## config.mk

```make
export PLATFORM = sky130hd
export DESIGN_NAME = regfile_write_buffer
export DESIGN_NICKNAME = d
export VERILOG_FILES = /design/src/rtl/regfile_write_buffer.sv
export SDC_FILE = /design/constraint.sdc
export NUM_CORES = 1
export LEC_CHECK = 0
export BUFFER_PORTS_ARGS = -buffer_cell sky130_fd_sc_hd__buf_2
export CAP_MARGIN = 20
export CELL_PAD_IN_SITES_DETAIL_PLACEMENT = 1
export CELL_PAD_IN_SITES_GLOBAL_PLACEMENT = 1
export CORE_ASPECT_RATIO = 0.6
export CORE_MARGIN = 5
export CORE_UTILIZATION = 50
export CTS_CLUSTER_SIZE = 40
export DETAILED_ROUTE_END_ITERATION = 6
export PLACE_DENSITY_LB_ADDON = 0.1
export SYNTH_ARGS = -nofsm -noshare
export SYNTH_HDL_FRONTEND = slang
export SYNTH_SLANG_ARGS = --single-unit
```

## constraint.sdc

```tcl
create_clock -name clk -period 9.3 [get_ports clk]
set_input_delay 2.325 -clock clk [delete_from_list [all_inputs] [get_ports clk]]
set_output_delay 2.325 -clock clk [all_outputs]
set_load 0.1 [all_outputs]
```

## src/rtl/regfile_write_buffer.sv

```systemverilog
// Write-side front end of the register file: queues (addr, data) writes in a
// small FIFO, drains one per cycle as a one-hot write enable, and bypasses pending data.
module regfile_write_buffer #(
  parameter int WIDTH    = 32,
  parameter int NUM_REGS = 32,
  parameter int ADDR_W   = 5,
  parameter int DEPTH    = 4
) (
  input  logic                    clk,
  input  logic                    reset,
  input  logic                    wr_valid,
  output logic                    wr_ready,
  input  logic [ADDR_W-1:0]       wr_addr,
  input  logic [WIDTH-1:0]        wr_data,
  input  logic                    rf_stall,
  output logic [NUM_REGS-1:0]     rf_wen,
  output logic [WIDTH-1:0]        rf_wdata,
  input  logic [ADDR_W-1:0]       rd_addr,
  output logic                    rd_hit,
  output logic [WIDTH-1:0]        rd_data,
  output logic [$clog2(DEPTH):0]  count
);

  localparam int PTR_W = $clog2(DEPTH);
  localparam int CNT_W = PTR_W + 1;
  localparam logic [CNT_W-1:0] DEPTH_C = CNT_W'(DEPTH);

  logic [ADDR_W-1:0]   mem_addr_q [DEPTH];
  logic [WIDTH-1:0]    mem_data_q [DEPTH];

  logic [PTR_W-1:0]    head_q, head_d;
  logic [PTR_W-1:0]    tail_q, tail_d;
  logic [CNT_W-1:0]    count_q, count_d;
  logic [NUM_REGS-1:0] rf_wen_q, rf_wen_d;
  logic [WIDTH-1:0]    rf_wdata_q, rf_wdata_d;
  logic [ADDR_W-1:0]   out_addr_q, out_addr_d;

  logic push;
  logic pop;
  logic accept;

  // While reset is held the buffer advertises ready but nothing it sees is kept.
  assign wr_ready = !reset || (count_q < DEPTH_C);
  assign accept   = wr_valid && wr_ready && reset;
  assign push     = accept && (wr_addr != '0);
  assign pop      = (count_q != '0) && !rf_stall;

  assign rf_wen   = rf_wen_q;
  assign rf_wdata = rf_wdata_q;
  assign count    = count_q;

  always_comb begin
    head_d     = head_q;
    tail_d     = tail_q;
    count_d    = count_q;
    rf_wen_d   = '0;
    rf_wdata_d = rf_wdata_q;
    out_addr_d = out_addr_q;
    if (push) begin
      tail_d = tail_q + 1'b1;
    end
    if (pop) begin
      head_d     = head_q + 1'b1;
      rf_wen_d   = NUM_REGS'(1) << mem_addr_q[head_q];
      rf_wdata_d = mem_data_q[head_q];
      out_addr_d = mem_addr_q[head_q];
    end
    case ({push, pop})
      2'b10:   count_d = count_q + 1'b1;
      2'b01:   count_d = count_q - 1'b1;
      default: count_d = count_q;
    endcase
  end

  always_ff @(posedge clk) begin
    if (!reset) begin
      head_q     <= '0;
      tail_q     <= '0;
      count_q    <= '0;
      rf_wen_q   <= '0;
      rf_wdata_q <= '0;
      out_addr_q <= '0;
    end else begin
      head_q     <= head_d;
      tail_q     <= tail_d;
      count_q    <= count_d;
      rf_wen_q   <= rf_wen_d;
      rf_wdata_q <= rf_wdata_d;
      out_addr_q <= out_addr_d;
    end
  end

  always_ff @(posedge clk) begin
    if (push) begin
      mem_addr_q[tail_q] <= wr_addr;
      mem_data_q[tail_q] <= wr_data;
    end
  end

  // Scan oldest to newest so the youngest match overrides; the output stage is oldest of all.
  always_comb begin
    logic [PTR_W-1:0] idx;
    idx     = '0;
    rd_hit  = 1'b0;
    rd_data = '0;
    if (rd_addr != '0) begin
      if ((rf_wen_q != '0) && (out_addr_q == rd_addr)) begin
        rd_hit  = 1'b1;
        rd_data = rf_wdata_q;
      end
      for (int i = 0; i < DEPTH; i++) begin
        idx = head_q + PTR_W'(i);
        if ((CNT_W'(i) < count_q) && (mem_addr_q[idx] == rd_addr)) begin
          rd_hit  = 1'b1;
          rd_data = mem_data_q[idx];
        end
      end
    end
  end

endmodule

```

# Word-level counts from Yosys, hierarchy flattened
# Memory sizes are Yosys's and may differ from the RTL's. A register that Yosys moved wholly into a read port is not among the register bits.
# Index checks and enable logic that the tools add are counted.
[word_totals]
input_bits = 46
mem_bits_rw = 148
reg_bits = 76
n_memories = 2
word_cells = 64
[mem_list]
columns = ["name", "words", "word_bits", "read_ports", "rd_clocked_by_memory_dff", "write_ports", "line", "text"]
rows = [
  ["mem_data_q", 4, 32, 4, 1, 1, "29", "logic [WIDTH-1:0] mem_data_q [DEPTH];"],
  ["mem_addr_q", 4, 5, 4, 1, 1, "28", "logic [ADDR_W-1:0] mem_addr_q [DEPTH];"],
]
[classes]
reduce_logical = 18
shift = 1
n_addsub = 6
mux = 19
order_cmp = 5
n_eq_ne = 7
[op_table]
columns = ["op", "count"]
rows = [
  ["two-way mux 32 bit", 6],
  ["nonzero test 32 bit", 1],
  ["<< shifter 1 x 5 -> 32 bit (first input constant)", 1],
  ["== test 5 bit", 5],
  ["nonzero test 5 bit", 2],
  ["logical AND 1 bit", 9],
  ["two-way mux 1 bit", 8],
  ["two-way mux 2 bit", 4],
  ["< comparator 1 x 3 -> 1 bit (first input constant)", 2],
  ["< comparator 2 x 3 -> 1 bit (first input constant)", 2],
  ["one-hot mux 3 bit (2 select lines)", 1],
  ["adder 2 x 1 -> 2 bit (second input constant)", 2],
  ["adder 2 bit (second input constant)", 2],
  ["adder 3 x 1 -> 3 bit (second input constant)", 1],
  ["< comparator 3 bit (second input constant)", 1],
  ["nonzero test 3 bit", 1],
  ["subtractor 3 x 1 -> 3 bit (second input constant)", 1],
  ["== test 2 x 1 -> 1 bit (second input constant)", 1],
  ["== test 2 bit (second input constant)", 1],
  ["logical NOT 1 bit", 2],
  ["AND reduction 2 bit", 1],
  ["nonzero test 2 bit", 1],
  ["logical OR 1 bit", 1],
]

# Depth between registers and ports, before layout
[depth]
word_depth = 8
depth_mapped = 10
mapped_depth_nobuf = 8

# Worst setup path after synthesis
# Ideal clock, no wire load.
[synth_path]
path_type = "input port to output port"
from = "in rd_addr[1]"
to = "out rd_data[10]"
stages = 8
slack_ns = 1.744
t_arrival_ns = 5.231
required_time_ns = 6.975
cell_sequence = "clkbuf_1 > inv_1 > a222oi_1 > a32oi_1 > nor4_4 > clkbuf_1 > a21oi_1 > a21oi_1"
[synth_between]
elab_chain_cells = 8
[synth_rtl]
columns = ["item", "line", "text"]
rows = [
  ["start: declaration", "18", "input logic [ADDR_W-1:0] rd_addr,"],
  ["== test 5 bit", "107", "if ((rf_wen_q != '0) && (out_addr_q == rd_addr)) begin"],
  ["logical AND 1 bit", "107", ""],
  ["two-way mux 32 bit", "107", ""],
  ["two-way mux 32 bit (4 in a row)", "113", "if ((CNT_W'(i) < count_q) && (mem_addr_q[idx] == rd_addr)) begin"],
  ["two-way mux 32 bit *", "106", "if (rd_addr != '0) begin"],
  ["end: declaration", "20", "output logic [WIDTH-1:0] rd_data,"],
]
# Mark *: on every way between the ends. The rest lies on a longest branch, timed or not.

# Worst setup path in the final report
[layout_path]
from = "in rd_addr[0]"
to = "out rd_data[1]"
# The elaborated chain is that of the path after synthesis.

==> metrics.cfg <==
[run_status]
status=finished, final reports clean

[logic_synthesis]
ys_top_cells_by_count=edfxtp_1 (148), mux4_2 (143), nand2_1 (88)
async_reset_ff_share_pct=0
syn_nets=1061
yosys_warnings=0
synth_largest_area_cell=edfxtp_1
synth_edf_count=148
syn_inst=1006
synth.most_common_cell=edfxtp_1
synth_area_leaders=edfxtp_1 (34%), mux4_2 (25%), dfxtp_1 (12%), nand2_1 (2.5%), a21oi_1 (2.5%)
synth_top_flop_cell=edfxtp_1
synth.cell_area_sq_um=13000
yosysSeqAreaShare_pct=46.3
synth.top_cell.area_share_pct=34.3
synth.ff_latch_count=226
synth.distinct_cells=56
avgSynthCellArea_sq_um=12.9

[timing]
hold_violations=0
fmax_mhz=132
tightestPinTransition_ps=1090
slew_headroom_pct=26.6
finClkSkew_ps=17.6
min_period_ps=7560
setup_viol=0
rsz0062_at_grt=no
maxSlewViolCount=0
min_period_over_period_pct=81.2
whs_ps=478
fin_setup_tns_ps=0

[clock_tree]
worstSkewPairLatency_ps=530
cts_tree=built
path_clk_slew_ps=60
postCtsResizedCells=0
post-cts-setup-buffers=0
cts_max_path_buffers=3
holdBufCountCts=0
clkSinkCount=226
cts.htree.levels=1
numCtsBuffers=22
cts_root_buf=clkbuf_16

[critical_path]
cp_cell_sequence=buf_2 -> clkinv_1 -> xnor2_1 -> a21oi_4 -> buf_4 -> and3_1 -> o311ai_1 -> a21oi_1 -> buf_2
slowest_delay_ps=810
crit_path_start=rd_addr[0]
cp_slowest_cell=a21oi_4
crit_path_start_kind=input port
crit_path_max_fanout=39
cpMostUsedCell=buf_2
cp-end-kind=primary output
worstReg2RegStart=count[2]
worst-setup-path-type=input port to primary output
critPathArrivalTime_ps=5230
cp.required_ps=6980

[global_routing]
grt_pass1_vias=9856
grt_max_degree=66
grt_pass1_wl_um=60500
grt_antenna_before_repair=3
grt_usage_pct=26.6
gr-total-overflow=0

[drt]
wirelength_um=39400
routedWlPerCell_um=26.6
drtIter0Drc=711
vias=9595
first_pass_iters=6
drtAntennaViolNets=0
drcViolationCount=0
viasPerCell=6.48

[flow_run]
cap_violations=0

[power]
power.leakage_uw=0.00499
power_density_nw_per_um2=250
peakVddDrop_uv=154

[floorplanning]
num_rows=45
dieArea_sq_um=29400
initial_core_util_pct=51.1
io_pins=147
die_h_um=135
die_x_um=218
core_sq_um=25400

[layout]
layout-drive-gt1-share_pct=33.4
area_delta_synth_final_pct=14.1
nets=1165
final_cell_area_sq_um=14800
fillCellCount=2547
fin_util_pct=58.3

[placed_design]
placed_area_sq_um=13900
port_buffers=146
gp_congestion=0.838
hpwl_um=25700

[worst_hold_path]
worstHoldStart=out_addr_q[3]
worstHoldPathType=register to register

==> area by class of cell <==
class	count	area, sq um	share of cell area [%]
diodes	2	5.00	0.0338
clock buffers	31	709	4.79
clock inverters	9	104	0.702
inverters	46	173	1.17
multi-input cells	642	6400	43.2
flip-flops and latches	226	6020	40.7
well taps	352	440	2.98
repair buffers	172	951	6.43
==> stage by stage <==
step / std cells / setup WS, ps / total power [uW]
floorplan: 1006 / 1740 / 2400
global placement: 1436 / 1910 / 2690
detailed placement: 1436 / 1820 / 2710
CTS: 1476 / 1790 / 3710
global route: 1480 / 1580 / 3850
finish: 1480 / 1740 / 3700
==> final timing paths <==
kind / end / slack [ps] / cells past startpoint
max: rd_data[1] / 1740 / 9
max reg2reg: rf_wen[9] / 6350 / 7
min reg2reg: out_addr_q[3] / 480 / 2
min: out_addr_q[3] / 480 / 2
==> where the power goes <==
part | switching, uW | total, uW | internal, uW | leakage [uW]
combinational | 907 | 1390 | 487 | 0.00261
sequential | 151 | 1300 | 1150 | 0.00198
clock | 407 | 998 | 592 | 0.000407
total | 1470 | 3700 | 2230 | 0.00499
==> flip-flops by register name (all words and copies together) (netlist names), named ones only <==
register / cells
out_addr_q: 5
head_q: 2
mem_data_q: 128
rf_wen: 32
count: 3
rf_wdata: 32
mem_addr_q: 20
tail_q: 2
==> cell usage in the layout, fill, tap and decap left out, types with 4 or more instances in the layout <==
cell / n
and3_1: 34
xor2_1: 7
mux2i_1: 4
o21ai_0: 33
dfxtp_1: 74
mux4_2: 143
inv_1: 45
mux2_2: 4
edfxtp_1: 148
nand2_1: 88
nand3b_1: 31
nor4_1: 9
or3_1: 5
xnor2_1: 21
and2_2: 4
buf_4: 24
clkinv_2: 4
buf_2: 146
clkbuf_16: 26
ha_1: 9
and2_1: 8
a21boi_0: 38
clkbuf_8: 4
nand2b_1: 4
a211oi_1: 32
nor2_1: 35
a21oi_1: 63
o311ai_1: 31
==> cell families (layout without fill, tap and decap cells) <==
family                   Yosys count  count (layout)  share of synthesized area [%]
AO/OA/AOI/OAI                    219             219                           11.2
XOR/XNOR                          28              28                           1.89
adder cells (fa/ha/maj)            9               9                          0.868
buffers and inverters            138             258                           4.68
flip-flops                       226             226                           46.3
multiplexers                     152             152                           25.6
other                              0               2                              0
AND/OR/NAND/NOR                  234             234                           9.50
==> worst max-delay path, delay by kind of cell <==
family / cells / cell delay [ps]
buffers and inverters: 4 / 1260
AOI/OAI and AO/OA: 3 / 1150
xor gates and xnor gates: 1 / 270
and+or+nand+nor: 1 / 210
==> metal layers <==
layer	GRT usage, %	part of all wire (%)	up-vias	routed length, um
li1	-	-	4158	-
met1	38.6	44	4990	17200
met2	41.4	46	405	18200
met3	6.90	8.5	40	3350
met4	5.02	1.5	2	595
met5	0	0.033	-	13
(Power assumes the default switching activity.)
